`config.mk`:
```
export PLATFORM = sky130hd
export DESIGN_NAME = hidden_prog_feeder
export DESIGN_NICKNAME = d
export VERILOG_FILES = /design/src/rtl/hidden_prog_feeder_pkg.sv /design/src/rtl/hidden_cpu_clk_gen.sv /design/src/rtl/hidden_prog_feeder.sv
export SDC_FILE = /design/constraint.sdc
export NUM_CORES = 1
export LEC_CHECK = 0
export CAP_MARGIN = 5
export CORE_MARGIN = 5
export CORE_UTILIZATION = 55
export CTS_CLUSTER_SIZE = 14
export DETAILED_ROUTE_END_ITERATION = 8
export PLACE_DENSITY = 0.73
export SLEW_MARGIN = 20
export SYNTH_ARGS = -nofsm -noshare
export SYNTH_HDL_FRONTEND = slang
export SYNTH_SLANG_ARGS = --single-unit
```
`constraint.sdc`:
```
create_clock -name clk -period 5 [get_ports clk]
set_input_delay 0.75 -clock clk [delete_from_list [all_inputs] [get_ports clk]]
set_output_delay 0.75 -clock clk [all_outputs]
set_load 0.03 [all_outputs]
```
`src/rtl/hidden_prog_feeder_pkg.sv`:
```
// Shared constants for the HiddenCPU program feeder: FSM encoding, pin map of
// the CPU input byte and the instruction field layout.
package hidden_prog_feeder_pkg;

   typedef enum logic [2:0] {
      ST_IDLE,
      ST_LOAD,
      ST_CPU_RST,
      ST_RUN,
      ST_HALT
   } state_t;

   localparam int PIN_W         = 8;
   localparam int CPU_CLK_BIT   = 0;
   localparam int CPU_RST_BIT   = 1;
   localparam int CPU_INSTR_LSB = 2;

   localparam int OPCODE_W   = 2;
   localparam int REG_ADDR_W = 2;
   localparam int INSTR_W    = OPCODE_W + 2 * REG_ADDR_W;

endpackage

```
`src/rtl/hidden_cpu_clk_gen.sv`:
```
// Phase counter for the generated CPU clock: one CPU period is 2*CLK_DIV
// system cycles, low for the first half and high for the second.
module hidden_cpu_clk_gen #(
   parameter int CLK_DIV = 2
) (
   input  logic clk,
   input  logic rst,
   input  logic en,
   input  logic clr,
   output logic cpu_clk_level,
   output logic period_start,
   output logic rise,
   output logic period_end
);

   localparam int PH_W = (2 * CLK_DIV > 1) ? $clog2(2 * CLK_DIV) : 1;
   localparam logic [PH_W-1:0] PH_RISE = PH_W'(CLK_DIV);
   localparam logic [PH_W-1:0] PH_LAST = PH_W'(2 * CLK_DIV - 1);

   logic [PH_W-1:0] ph;

   always_ff @(posedge clk or posedge rst) begin
      if (rst)
         ph <= '0;
      else if (clr)
         ph <= '0;
      else if (en)
         ph <= (ph == PH_LAST) ? '0 : ph + PH_W'(1);
   end

   assign cpu_clk_level = (ph >= PH_RISE);
   assign period_start  = (ph == '0);
   assign rise          = (ph == PH_RISE);
   assign period_end    = (ph == PH_LAST);

endmodule

```
`src/rtl/hidden_prog_feeder.sv`:
```
// Host-side sequencer for the HiddenCPU pin interface: buffers a program over a
// ready/valid port, resets the CPU, then feeds mem[PC] once per CPU clock period.
module hidden_prog_feeder
   import hidden_prog_feeder_pkg::*;
#(
   parameter int DEPTH   = 16,
   parameter int ADDR_W  = 4,
   parameter int CLK_DIV = 2
) (
   input  logic               clk,
   input  logic               rst,
   input  logic               load_valid,
   output logic               load_ready,
   input  logic [INSTR_W-1:0] load_data,
   input  logic               load_last,
   input  logic               start,
   input  logic               stop,
   input  logic [PIN_W-1:0]   cpu_out,
   output logic [PIN_W-1:0]   cpu_in,
   output logic [ADDR_W:0]    prog_len,
   output logic               busy,
   output logic               halted,
   output logic [15:0]        cpu_cycles
);

   localparam int PTR_W = ADDR_W + 1;
   localparam logic [PTR_W-1:0] LAST_SLOT = PTR_W'(DEPTH - 1);
   localparam logic [PTR_W-1:0] FULL_LEN  = PTR_W'(DEPTH);

   function automatic logic [15:0] sat_inc16(input logic [15:0] v);
      return (v == 16'hFFFF) ? v : v + 16'd1;
   endfunction

   state_t             state;
   logic [PTR_W-1:0]   wr_ptr;
   logic [INSTR_W-1:0] mem [DEPTH];

   logic              in_run;
   logic              accept;
   logic              past_end;
   logic              halt_req;
   logic [ADDR_W-1:0] wr_addr;
   logic              cpu_clk_level;
   logic              period_start;
   logic              rise;
   logic              period_end;

   assign in_run   = (state == ST_CPU_RST) || (state == ST_RUN);
   assign accept   = load_valid && load_ready && !in_run;
   assign wr_addr  = (state == ST_LOAD) ? wr_ptr[ADDR_W-1:0] : '0;
   assign past_end = (cpu_out >= PIN_W'(prog_len));
   assign halt_req = in_run && (stop || (state == ST_RUN && period_start && past_end));

   // cpu_in lags the phase counter by one cycle, so the decision made at
   // period_start lands on the same edge as the CPU-visible period boundary.
   hidden_cpu_clk_gen #(
      .CLK_DIV(CLK_DIV)
   ) u_clk_gen (
      .clk          (clk),
      .rst          (rst),
      .en           (in_run),
      .clr          (!in_run || stop),
      .cpu_clk_level(cpu_clk_level),
      .period_start (period_start),
      .rise         (rise),
      .period_end   (period_end)
   );

   always_ff @(posedge clk) begin
      if (accept)
         mem[wr_addr] <= load_data;
   end

   always_ff @(posedge clk or posedge rst) begin
      if (rst) begin
         state      <= ST_IDLE;
         cpu_in     <= '0;
         wr_ptr     <= '0;
         prog_len   <= '0;
         cpu_cycles <= '0;
         busy       <= 1'b0;
         halted     <= 1'b0;
         load_ready <= 1'b1;
      end else if (halt_req) begin
         state      <= ST_HALT;
         cpu_in     <= '0;
         busy       <= 1'b0;
         halted     <= 1'b1;
         load_ready <= 1'b1;
      end else begin
         case (state)
            ST_IDLE, ST_HALT: begin
               load_ready <= 1'b1;
               if (accept) begin
                  halted <= 1'b0;
                  wr_ptr <= PTR_W'(1);
                  if (load_last) begin
                     prog_len <= PTR_W'(1);
                     state    <= ST_IDLE;
                  end else begin
                     state <= ST_LOAD;
                  end
               end else if (start && !load_valid && prog_len != '0 &&
                            !(state == ST_HALT && stop)) begin
                  state      <= ST_CPU_RST;
                  busy       <= 1'b1;
                  halted     <= 1'b0;
                  load_ready <= 1'b0;
                  cpu_cycles <= '0;
               end
            end
            ST_LOAD: begin
               if (accept) begin
                  wr_ptr <= wr_ptr + PTR_W'(1);
                  if (load_last) begin
                     prog_len <= wr_ptr + PTR_W'(1);
                     state    <= ST_IDLE;
                  end else if (wr_ptr == LAST_SLOT) begin
                     prog_len   <= FULL_LEN;
                     state      <= ST_IDLE;
                     load_ready <= 1'b0;
                  end
               end
            end
            ST_CPU_RST: begin
               cpu_in[CPU_CLK_BIT] <= cpu_clk_level;
               if (period_start) begin
                  cpu_in[CPU_RST_BIT]                 <= 1'b1;
                  cpu_in[PIN_W-1:CPU_INSTR_LSB] <= '0;
               end
               if (rise)
                  cpu_cycles <= sat_inc16(cpu_cycles);
               if (period_end)
                  state <= ST_RUN;
            end
            ST_RUN: begin
               cpu_in[CPU_CLK_BIT] <= cpu_clk_level;
               if (period_start) begin
                  cpu_in[CPU_RST_BIT]                 <= 1'b0;
                  cpu_in[PIN_W-1:CPU_INSTR_LSB] <= mem[cpu_out[ADDR_W-1:0]];
               end
               if (rise)
                  cpu_cycles <= sat_inc16(cpu_cycles);
            end
            default: state <= ST_IDLE;
         endcase
      end
   end

endmodule

```
==> results of run 1 <==
[stage by stage]
step           setup slack (ns)  std cells
2_1_floorplan              1.92        410
3_3_place_gp               1.53        588
3_5_place_dp               1.46        588
4_1_cts                    1.98        620
5_1_grt                    1.82        620
6_report                   2.00        620
[where the power goes]
part / internal (µW) / total, µW / switching, µW / leakage (µW)
clock network: 604 / 1060 / 457 / 0.000245
logic: 243 / 619 / 376 / 0.000924
registers: 1330 / 1430 / 102 / 0.00143
total: 2170 / 3110 / 935 / 0.00260
[flip-flops by register name (all words and copies together) (netlist names), 2 cells and up]
name          cells
cpu_cycles       16
cpu_in            8
mem              96
prog_len          5
state             3
u_clk_gen.ph      2
wr_ptr            5
[worst paths after layout]
path,endpoint,slack [ns]
worst max-delay path,cpu_cycles[9],2.00
worst min-delay path,u_clk_gen.ph[0],0.47
worst max register to register,mem[2][0],2.11
worst min register to register,u_clk_gen.ph[0],0.47
max in group asynchronous,load_ready,3.94
min in group asynchronous,cpu_cycles[6],0.67
[metal layers]
layer	vias to the layer above	global-route usage	wire length (µm)
li1	1716	-	-
met1	1830	0.267	5160
met5	-	0	0
met3	15	0.0453	750
met2	130	0.331	6230
met4	0	0.0540	125
[cell usage after synthesis (3+ instances only)]
| master | count |
|---|---|
| sky130_fd_sc_hd__and2_1 | 3 |
| sky130_fd_sc_hd__nand2_1 | 30 |
| sky130_fd_sc_hd__and3_1 | 4 |
| sky130_fd_sc_hd__a21o_1 | 4 |
| sky130_fd_sc_hd__or4_1 | 4 |
| sky130_fd_sc_hd__buf_6 | 3 |
| sky130_fd_sc_hd__nor4_2 | 3 |
| sky130_fd_sc_hd__o211ai_1 | 3 |
| sky130_fd_sc_hd__ha_1 | 11 |
| sky130_fd_sc_hd__edfxtp_1 | 96 |
| sky130_fd_sc_hd__xnor2_1 | 3 |
| sky130_fd_sc_hd__nand3_1 | 8 |
| sky130_fd_sc_hd__a21oi_1 | 15 |
| sky130_fd_sc_hd__buf_2 | 3 |
| sky130_fd_sc_hd__a221oi_1 | 6 |
| sky130_fd_sc_hd__nor4_1 | 4 |
| sky130_fd_sc_hd__a32o_1 | 3 |
| sky130_fd_sc_hd__mux2i_1 | 4 |
| sky130_fd_sc_hd__nor2_1 | 14 |
| sky130_fd_sc_hd__mux4_2 | 24 |
| sky130_fd_sc_hd__dfrtp_1 | 41 |
| sky130_fd_sc_hd__clkbuf_1 | 10 |
| sky130_fd_sc_hd__inv_1 | 14 |
| sky130_fd_sc_hd__o21ai_0 | 22 |
| sky130_fd_sc_hd__or2_2 | 3 |
| sky130_fd_sc_hd__nand2b_1 | 8 |
| sky130_fd_sc_hd__a22o_1 | 7 |
| sky130_fd_sc_hd__nor3_1 | 13 |
| sky130_fd_sc_hd__or3_1 | 6 |
| sky130_fd_sc_hd__nor2b_1 | 3 |
| sky130_fd_sc_hd__nor3b_1 | 3 |
[layout by cell type, fill, tap and decap left out, types with 11 or more instances in the layout]
| cell type | synthesis | layout |
|---|---|---|
| sky130_fd_sc_hd__a21oi_1 | 15 | 15 |
| sky130_fd_sc_hd__clkbuf_16 | 0 | 16 |
| sky130_fd_sc_hd__clkdlybuf4s50_1 | 0 | 50 |
| sky130_fd_sc_hd__dfrtp_1 | 41 | 41 |
| sky130_fd_sc_hd__edfxtp_1 | 96 | 96 |
| sky130_fd_sc_hd__ha_1 | 11 | 11 |
| sky130_fd_sc_hd__inv_1 | 14 | 14 |
| sky130_fd_sc_hd__mux4_2 | 24 | 24 |
| sky130_fd_sc_hd__nand2_1 | 30 | 30 |
| sky130_fd_sc_hd__nor2_1 | 14 | 14 |
| sky130_fd_sc_hd__nor3_1 | 13 | 12 |
| sky130_fd_sc_hd__o21ai_0 | 22 | 22 |
[final cells by class]
cell class              count  area share
clock buffers              20      0.0589
clock inverters            12      0.0106
inverters                  14     0.00728
multi-input cells         239       0.278
flip-flops and latches    138       0.545
well taps                 140      0.0243
repair buffers             57      0.0762
[kinds of logic (layout without fill, tap and decap cells)]
family,Yosys count,after routing,share of synthesized area
XOR/XNOR,4,4,0.00575
buffers and inverters,33,103,0.0259
AO/OA/AOI/OAI,76,76,0.0924
AND/OR/NAND/NOR,119,119,0.111
adder cells (fa/ha/maj),11,11,0.0226
multiplexers,29,29,0.0971
flip-flops,138,138,0.646
[critical path, stage by stage]
cell	delay (ns)
sky130_fd_sc_hd__clkdlybuf4s50_1	0.45
sky130_fd_sc_hd__buf_4	0.33
sky130_fd_sc_hd__ha_1	0.30
sky130_fd_sc_hd__o211ai_1	0.18
sky130_fd_sc_hd__o211ai_1	0.15
sky130_fd_sc_hd__a21oi_4	0.40
sky130_fd_sc_hd__o21ai_4	0.19
sky130_fd_sc_hd__or4_1	0.50
sky130_fd_sc_hd__a21oi_1	0.17
==> reports/qor.log, run 1 <==
[grt] vias in the first global route 3781
[cts] clock latency reported for the late side of the worst-skew pair 0.52 ns
[final_layout] fraction of the core area covered by cells at the end of the flow 0.666
[die] x dimension of the die 115 µm
[sta] worst hold margin 0.469 ns
[cts] clock edge transition at the registers on the reported setup and hold paths 0.06 ns
[synthesis] top area cells in the synthesized netlist sky130_fd_sc_hd__edfxtp_1 47%, sky130_fd_sc_hd__dfrtp_1 17%, sky130_fd_sc_hd__mux4_2 8.9%
[cts] buffer count from post-CTS setup fixing 0
[synthesis] total number of yosys warnings 0
[final_layout] total area of multi-input combinational cells 2010 µm²
[final_layout] share of post-route cells with drive strength above 1 0.171
[route] routed vias 3691
[synthesis] register bit count reported by yosys 138
[sta] Final Max Slew Viols 0
[power_and_ir_drop] overall power of the completed layout 3110 µW
[route] count of unresolved DRC violations after routing 0
[hold_path] worst min-delay path category reg -> reg
[cts] TritonCTS Sinks 138
[final_layout] number of antenna repair diodes 0
[cts] number of levels in the clock H-tree 4
[sta] final hold vios 0
[power_and_ir_drop] worst voltage drop across the vdd grid 0.319 mV
[synthesis] instance count of the mapped netlist 410
[synthesis] Post-Synthesis Mean Instance Area 14.9 µm²
[setup_path] data arrival time of the worst path 3.43 ns
[sta] setup skew after layout 0.0112 ns
[setup_path] critical register-to-register path startpoint state[2]
[sta] actual transition at the worst max-transition pin 1.05 ns
[setup_path] endpoint required time on the critical path 5.44 ns
[synthesis] count of distinct cell types in the synthesized netlist 61
[grt] total global routing overflow 0
[synthesis] Cell Area, Synth 6100 µm²
[setup_path] Worst Setup Path Type in -> reg
[synthesis] EDFF count, synth 96
[synthesis] share of flip-flops with an asynchronous set or reset 0.304
[status] run status complete, no violations
[final_layout] Layout Nets 498
[die] Initial Util 0.562
[run] Max-Cap Viols 0
[setup_path] type of destination of the critical path register
[synthesis] sequential share of the synthesized area 0.646
[route] detailed-route vias per instance 5.95
[route] number of iterations in the first detailed-routing pass 5
[setup_path] CP startpoint cpu_out[1]
[synthesis] syn nets 441
[route] Detail Route Antenna Nets 0
[die] vertical die dimension 115 µm
[power_and_ir_drop] power per unit of standard cell area 430 nW/µm²
[setup_path] depth of the most critical reg-to-reg path 4
[sta] maximum frequency from static timing analysis 334 MHz
[synthesis] top cell type's share of synthesized area 0.473
[die] placeable core region 10800 µm²
[final_layout] design area 7220 µm²
[sta] minimum clock period after layout 3.00 ns
[power_and_ir_drop] leakage dissipation 0.00260 µW
[synthesis] area leader, netlist sky130_fd_sc_hd__edfxtp_1
[die] number of cell rows 38
[setup_path] kind of start point of the critical path primary input
[route] mean routed wirelength per cell 19.8 µm
[grt] pin count of the biggest net entering global routing 43
[setup_path] CP max FO 25
[place] weighted congestion reported at the end of routability-driven placement 0.840
[cts] clock root buffer sky130_fd_sc_hd__clkbuf_8
[cts] clock tree from TritonCTS done
[die] die area 13300 µm²
[sta] post-route setup TNS 0 ns
[final_layout] number of fill cells 797
[sta] max-slew headroom at the worst pin 0.298
[sta] final worst path period share 0.599
[die] I/O Pins 52
[cts] total clock buffers created by CTS 17
[synthesis] Top FF cell, synth sky130_fd_sc_hd__edfxtp_1
[place] number of port buffers 51
[grt] wire length of the first global-routing pass 19800 µm
[place] Final HPWL DP 8220 µm
[cts] count of instances resized after the clock tree is built 0
[cts] Max Buffers Root-to-Sink 2
[route] initial DRC count 444
[grt] number of antenna violations at the first check in global routing 0
[cts] CTS Hold Buffers Added 0
[sta] final setup violation count 0
[place] placed inst area 6720 µm²
[final_layout] P&R area growth vs syn 18.5%
[route] wirelength, routed 12300 µm
[final_layout] storage element area 3940 µm²
[hold_path] worst hold path stage count 1
[grt] gr usage total 0.199
[hold_path] worst hold path startpoint u_clk_gen.ph[0]
[sta] RSZ-0062 raised after global routing no
Note: power is estimated with default switching activity, not from simulation.
==> inputs of run 2 (changes only) <==
Clock period 5 ns to 2.83 ns, I/O delays scaled along.
==> run 2 against run 1 <==
Core utilization rose by 2.3 points. Global-route usage up 0.56 points. Die area unchanged. Final cell count rose by 2.9%. Clock-buffer cell count down 3. Clock power rose by 120%. Combinational power is 83% higher. Critical endpoint is now mem[6][3].
==> reports/qor.log, run 2 (same netlist as run 1, synthesis figures left out) <==
[grt] Global Route met3 Usage 0.0489 [was 0.0453]
[power_and_ir_drop] power per unit of standard cell area 797 nW/µm² [was 430 nW/µm²]
[cts] clock edge transition at the registers on the reported setup and hold paths 0.06 ns [about the same]
[final_layout] fraction of the core area covered by cells at the end of the flow 0.690 [was 0.666]
[final_layout] Layout Nets 516 [was 498]
[setup_path] endpoint required time on the critical path 2.98 ns [was 5.44 ns]
[setup_path] slack of the worst reg-to-reg path 0.47 ns [was 2.11 ns]
[final_layout] commonest non-fill, non-tap cell in the layout sky130_fd_sc_hd__edfxtp_1 [unchanged]
[route] mean routed wirelength per cell 19.9 µm [was 19.8 µm]
[grt] pin count of the biggest net entering global routing 43 [unchanged]
[cts] number of levels in the clock H-tree 4 [unchanged]
[setup_path] data arrival time of the worst path 2.51 ns [was 3.43 ns]
[setup_path] type of destination of the critical path register [unchanged]
[sta] minimum clock period after layout 2.36 ns
[die] x dimension of the die 115 µm [unchanged]
[sta] Final WS setup 0.474 ns [was 2.00 ns]
[sta] max-slew headroom at the worst pin 0.570 [was 0.298]
[grt] number of antenna violations at the first check in global routing 0 [unchanged]
[final_layout] storage element area 3940 µm² [unchanged]
[die] I/O Pins 52 [unchanged]
[grt] gr usage total 0.205 [was 0.199]
[place] number of port buffers 51 [unchanged]
[power_and_ir_drop] worst voltage drop across the vdd grid 0.548 mV [was 0.319 mV]
[route] initial DRC count 352 [was 444]
[hold_path] worst min-delay path category in -> async [was reg -> reg]
[setup_path] standard cell with the maximum stage delay on the critical path sky130_fd_sc_hd__or3b_2 [was sky130_fd_sc_hd__or4_1]
[route] detailed-route vias per instance 5.96 [was 5.95]
[final_layout] P&R area growth vs syn 22.7% [was 18.5%]
[route] routed vias 3800 [was 3691]
[route] number of iterations in the first detailed-routing pass 5 [unchanged]
[status] run status complete, no violations [unchanged]
[sta] final setup violation count 0 [unchanged]
[final_layout] most used cells in the layout excluding fill and tap cells 96 x sky130_fd_sc_hd__edfxtp_1, 50 x sky130_fd_sc_hd__clkdlybuf4s50_1, 41 x sky130_fd_sc_hd__dfrtp_1 [unchanged]
[final_layout] number of antenna repair diodes 0 [unchanged]
[final_layout] post-layout instance count excluding filler cells 638 [was 620]
[power_and_ir_drop] leakage dissipation 0.00274 µW [was 0.00260 µW]
[setup_path] depth of the most critical reg-to-reg path 4 [unchanged]
[cts] buffer count from post-CTS setup fixing 0 [unchanged]
[cts] CTS Hold Buffers Added 0 [unchanged]
[final_layout] total area of multi-input combinational cells 2000 µm² [was 2010 µm²]
[sta] final hold vios 0 [unchanged]
[final_layout] largest reg by FF count mem [unchanged]
[run] Max-Cap Viols 0 [unchanged]
[sta] actual transition at the worst max-transition pin 0.643 ns [was 1.05 ns]
[die] number of cell rows 38 [unchanged]
[grt] busiest metal layer after global routing met2 [unchanged]
[sta] final worst path period share 0.832
[die] die area 13300 µm² [unchanged]
[final_layout] Largest register FFs 96 [unchanged]
[cts] clock root buffer sky130_fd_sc_hd__clkbuf_8 [unchanged]
[setup_path] end of the worst register-to-register path mem[6][3] [was mem[2][0]]
[final_layout] share of post-route cells with drive strength above 1 0.205 [was 0.171]
[setup_path] critical register-to-register path startpoint state[2] [unchanged]
[cts] clock tree from TritonCTS done [unchanged]
[setup_path] Worst Setup Path Type reg -> reg [was in -> reg]
[place] weighted congestion reported at the end of routability-driven placement 0.850 [was 0.840]
[die] vertical die dimension 115 µm [unchanged]
[route] count of unresolved DRC violations after routing 0 [unchanged]
[setup_path] CP max FO 10 [was 25]
[die] placeable core region 10800 µm² [unchanged]
[setup_path] chain of cells forming the critical path or3b_2 -> nor2_2 -> nand3b_1 -> nor2_1 [was clkdlybuf4s50_1 -> buf_4 -> ha_1 -> o211ai_1 -> o211ai_1 -> a21oi_4 -> o21ai_4 -> or4_1 -> a21oi_1]
[cts] Max Buffers Root-to-Sink 2 [unchanged]
[place] Post-Place Cells 606 [was 588]
[route] wirelength, routed 12700 µm [was 12300 µm]
[sta] setup skew after layout 0.00755 ns [was 0.0112 ns]
[place] post-placement setup slack 0.121 ns [was 1.46 ns]
[place] Final HPWL DP 8660 µm [was 8220 µm]
[sta] Final Max Slew Viols 0 [unchanged]
[final_layout] number of fill cells 751 [was 797]
[sta] post-route setup TNS 0 ns [unchanged]
[grt] wire length of the first global-routing pass 20400 µm [was 19800 µm]
[sta] RSZ-0062 raised after global routing no [unchanged]
[grt] total global routing overflow 0 [unchanged]
[grt] global routing met1 resource utilization 0.271 [was 0.267]
[cts] total clock buffers created by CTS 17 [unchanged]
[die] Initial Util 0.562 [unchanged]
[grt] met2 usage 0.340 [was 0.331]
[setup_path] Crit path largest cell delay 0.58 ns [was 0.50 ns]
[grt] vias in the first global route 3860 [was 3781]
[final_layout] registers with the most flip-flops mem: 96 flops, cpu_cycles: 16 flops, cpu_in: 8 flops [unchanged]
[cts] TritonCTS Sinks 138 [unchanged]
[sta] maximum frequency from static timing analysis 425 MHz
[setup_path] kind of start point of the critical path register [was primary input]
[cts] clock latency reported for the late side of the worst-skew pair 0.52 ns [about the same]
[cts] count of instances resized after the clock tree is built 0 [unchanged]
[route] Detail Route Antenna Nets 0 [unchanged]
[run 2: changes by cell type in the layout (fill, tap and decap cells not counted), moves of 3 or more]
cell	previous run	this run
sky130_fd_sc_hd__clkinv_2	6	1
sky130_fd_sc_hd__inv_6	1	4
sky130_fd_sc_hd__bufinv_16	0	4
sky130_fd_sc_hd__buf_4	6	24
sky130_fd_sc_hd__clkbuf_1	3	0
[run 2: report_power, final]
part | internal (µW) | switching [µW]
registers | 2340 | 176
logic | 463 | 666
clock network | 1450 | 863
total | 4250 | 1710
[run 2: how the worst max path moves through the flow]
stage | from | to | slack, ns | depth (start not counted)
6_report | state[2] | mem[6][3] | 0.47 | 4
5_1_grt | prog_len[4] | cpu_cycles[12] | 0.33 | 9
4_1_cts | state[2] | mem[3][5] | 0.50 | 4
3_5_place_dp | cpu_out[4] | cpu_cycles[14] | 0.12 | 9
3_3_place_gp | cpu_out[4] | cpu_cycles[12] | 0.21 | 9
2_1_floorplan | cpu_out[0] | cpu_cycles[4] | 0.08 | 12
[run 2: critical path, delay by kind of cell, from the launching register on]
family           cells  cell delay (ns)
DFF                  1             0.48
and+or+nand+nor      4             1.51
[run 2: per-stage QoR]
stage / total power [µW] / cell area, µm² / hold WS [ns]
after detailed placement: 3680 / 6850 / 0.475
after floorplan: 3270 / 6100 / 0.439
after global routing: 6200 / 7480 / 0.417
final: 5960 / 7480 / 0.353
after CTS: 6000 / 7480 / 0.365
after global placement: 3650 / 6850 / 0.459
[run 2: cell type report]
class,instances,share of cell area
flip-flops and latches,138,0.526
multi-input cells,239,0.268
repair buffers,75,0.0917
clock buffers,17,0.0554
clock inverters,15,0.0283
well taps,140,0.0234
inverters,14,0.00703
[run 2: metal layers]
layer,up-vias,routed length [µm]
met5,-,0
met4,0,197
met3,20,672
met2,118,6530
met1,1908,5320
li1,1754,-
==> inputs of run 3 (changes only) <==
Settings changed: CORE_UTILIZATION 55 to 52.
Clock period 2.83 ns to 2.1 ns, I/O delays scaled along.
==> run 3 against run 2 <==
The flow now finishes with violations (setup timing). Final cell count rose by 6.1%. Global-route usage is 0.61 points lower. First-iteration DRC count shrank 2.6%. Worst hold slack got worse by 0.12 ns. Critical path type unchanged. Critical endpoint is now cpu_cycles[5]. Largest power group unchanged. Highest routed layer unchanged.
==> reports/qor.log, run 3 (same netlist as run 1, synthesis figures left out) <==
[status] run status finished, violations left [was complete, no violations]
[status] failing checks setup timing
[grt] pin count of the biggest net entering global routing 32 [was 43]
[cts] clock latency reported for the late side of the worst-skew pair 0.42 ns [was 0.52 ns]
[sta] setup skew after layout 0.00948 ns [was 0.00755 ns]
[route] count of unresolved DRC violations after routing 0 [unchanged]
[final_layout] most used cells in the layout excluding fill and tap cells 96 x sky130_fd_sc_hd__edfxtp_1, 57 x sky130_fd_sc_hd__buf_4, 50 x sky130_fd_sc_hd__clkdlybuf4s50_1 [was 96 x sky130_fd_sc_hd__edfxtp_1, 50 x sky130_fd_sc_hd__clkdlybuf4s50_1, 41 x sky130_fd_sc_hd__dfrtp_1]
[place] number of port buffers 51 [unchanged]
[power_and_ir_drop] worst voltage drop across the vdd grid 0.658 mV [was 0.548 mV]
[sta] maximum frequency from static timing analysis 457 MHz [was 425 MHz]
[place] Post-Place Cells 637 [was 606]
[die] placeable core region 11500 µm² [was 10800 µm²]
[hold_path] worst min-delay path category in -> async [unchanged]
[grt] gr usage total 0.199 [was 0.205]
[final_layout] Layout Nets 554 [was 516]
[grt] wire length of the first global-routing pass 21400 µm [was 20400 µm]
[setup_path] most frequent CP cell sky130_fd_sc_hd__o211ai_1
[sta] actual transition at the worst max-transition pin 0.609 ns [was 0.643 ns]
[place] placed inst area 7220 µm² [was 6850 µm²]
[place] weighted congestion reported at the end of routability-driven placement 0.822 [was 0.850]
[final_layout] fraction of the core area covered by cells at the end of the flow 0.690 [about the same]
[run] Max-Cap Viols 0 [unchanged]
[setup_path] Crit path largest cell delay 0.50 ns [was 0.58 ns]
[cts] clock root buffer sky130_fd_sc_hd__clkbuf_16 [was sky130_fd_sc_hd__clkbuf_8]
[final_layout] commonest non-fill, non-tap cell in the layout sky130_fd_sc_hd__edfxtp_1 [unchanged]
[setup_path] type of destination of the critical path register [unchanged]
[setup_path] critical path buffer and inverter count 1 [was 0]
[place] post-placement setup slack -0.440 ns [was 0.121 ns]
[cts] clock tree from TritonCTS done [unchanged]
[cts] number of levels in the clock H-tree 4 [unchanged]
[sta] final worst path period share 1.04 [was 0.832]
[final_layout] largest reg by FF count mem [unchanged]
[sta] Final WS setup -0.0902 ns [was 0.474 ns]
[setup_path] standard cell with the maximum stage delay on the critical path sky130_fd_sc_hd__or4_4 [was sky130_fd_sc_hd__or3b_2]
[cts] total clock buffers created by CTS 17 [unchanged]
[setup_path] chain of cells forming the critical path inv_1 -> ha_1 -> o211ai_1 -> o211ai_1 -> a21oi_4 -> o21ai_4 -> or4_4 -> a21oi_2 [was or3b_2 -> nor2_2 -> nand3b_1 -> nor2_1]
[grt] total global routing overflow 0 [unchanged]
[cts] clock edge transition at the registers on the reported setup and hold paths 0.05 ns [was 0.06 ns]
[route] mean routed wirelength per cell 19.7 µm [was 19.9 µm]
[setup_path] gate family responsible for the most delay along the worst path compound AO/OA/AOI/OAI gates [was simple AND/OR/NAND/NOR gates]
[sta] final hold vios 0 [unchanged]
[final_layout] number of antenna repair diodes 0 [unchanged]
[route] wirelength, routed 13400 µm [was 12700 µm]
[die] vertical die dimension 118 µm [was 115 µm]
[final_layout] design area 7910 µm² [was 7480 µm²]
[sta] final setup violation count 10 [was 0]
[power_and_ir_drop] leakage dissipation 0.00299 µW [was 0.00274 µW]
[final_layout] registers with the most flip-flops mem: 96 flops, cpu_cycles: 16 flops, cpu_in: 8 flops [unchanged]
[die] Initial Util 0.532 [was 0.562]
[die] die area 14000 µm² [was 13300 µm²]
[setup_path] Worst Setup Path Type reg -> reg [unchanged]
[setup_path] data arrival time of the worst path 2.54 ns [was 2.51 ns]
[setup_path] endpoint required time on the critical path 2.44 ns [was 2.98 ns]
[grt] vias in the first global route 4037 [was 3860]
[sta] max-slew headroom at the worst pin 0.593 [was 0.570]
[cts] Max Buffers Root-to-Sink 2 [unchanged]
[route] routed vias 3974 [was 3800]
[setup_path] kind of start point of the critical path register [unchanged]
[final_layout] post-layout instance count excluding filler cells 677 [was 638]
[cts] TritonCTS Sinks 138 [unchanged]
[final_layout] share of post-route cells with drive strength above 1 0.303 [was 0.205]
[cts] CTS Hold Buffers Added 0 [unchanged]
[place] Final HPWL DP 8900 µm [was 8660 µm]
[sta] RSZ-0062 raised after global routing yes [was no]
[route] Detail Route Antenna Nets 0 [unchanged]
[sta] worst hold margin 0.229 ns [was 0.353 ns]
[die] number of cell rows 39 [was 38]
[sta] minimum clock period after layout 2.19 ns [was 2.36 ns]
[die] x dimension of the die 118 µm [was 115 µm]
[sta] Final Max Slew Viols 0 [unchanged]
[setup_path] CP max FO 6 [was 10]
[route] initial DRC count 343 [was 352]
[final_layout] Largest register FFs 96 [unchanged]
[route] number of iterations in the first detailed-routing pass 4 [was 5]
[final_layout] P&R area growth vs syn 29.8% [was 22.7%]
[power_and_ir_drop] power per unit of standard cell area 1020 nW/µm² [was 797 nW/µm²]
[route] detailed-route vias per instance 5.87 [was 5.96]
[die] I/O Pins 52 [unchanged]
[grt] number of antenna violations at the first check in global routing 0 [unchanged]
==> run 3: changes by cell type in the layout (fill, tap and decap cells not counted), sizes merged <==
cell      delta
clkinvlp     +1
clkinv       +2
clkbuf       +2
inv          -5
bufinv       -2
buf         +38
==> run 3: metal layers <==
layer	GRT usage	vias to the layer above	wire length, µm
met5	0	-	0
met4	0.0803	0	325
met3	0.0525	25	736
met2	0.324	123	6700
met1	0.255	1998	5590
li1	-	1828	-
==> run 3: worst paths after layout <==
check,startpoint,end,depth (start not counted),slack (ns)
min in group clk,cpu_in[7],cpu_in[7],2,0.48
max in group asynchronous,rst,load_ready,3,1.27
worst min register to register,cpu_in[7],cpu_in[7],2,0.48
worst min-delay path,rst,cpu_in[7],2,0.23
worst max-delay path,prog_len[1],cpu_cycles[5],8,-0.09
worst max register to register,prog_len[1],cpu_cycles[5],8,-0.09
==> run 3: final cells by class <==
| type | count | area (µm²) |
|---|---|---|
| inverter | 14 | 55.1 |
| clock buffer | 19 | 433 |
| fill | 758 | 3560 |
| clock inverter | 11 | 126 |
| sequential | 138 | 3940 |
| timing repair buffer | 113 | 1020 |
| tap | 143 | 179 |
| multi-input combinational | 239 | 2150 |
==> run 3: stage by stage <==
stage | TNS, ns | power [µW]
CTS | -0.137 | 8040
global route | -1.97 | 8450
finish | -0.302 | 8090
floorplan | -0.903 | 4460
global placement | -6.83 | 5150
detailed placement | -7.45 | 5200
==> run 3: power breakdown <==
part           switching [µW]  total, µW  internal (µW)
Sequential                165       3330           3160
Combinational            1090       1950            861
Clock                    1080       2810           1730
Total                    2330       8090           5750
==> run 3: what timing repair did <==
item / 4_1_cts / 5_1_grt
endpoints found under the setup margin: 11 / 58
resized for setup: 0 / 18
pin swaps: 5 / 4
buffers inserted: 2 / 8
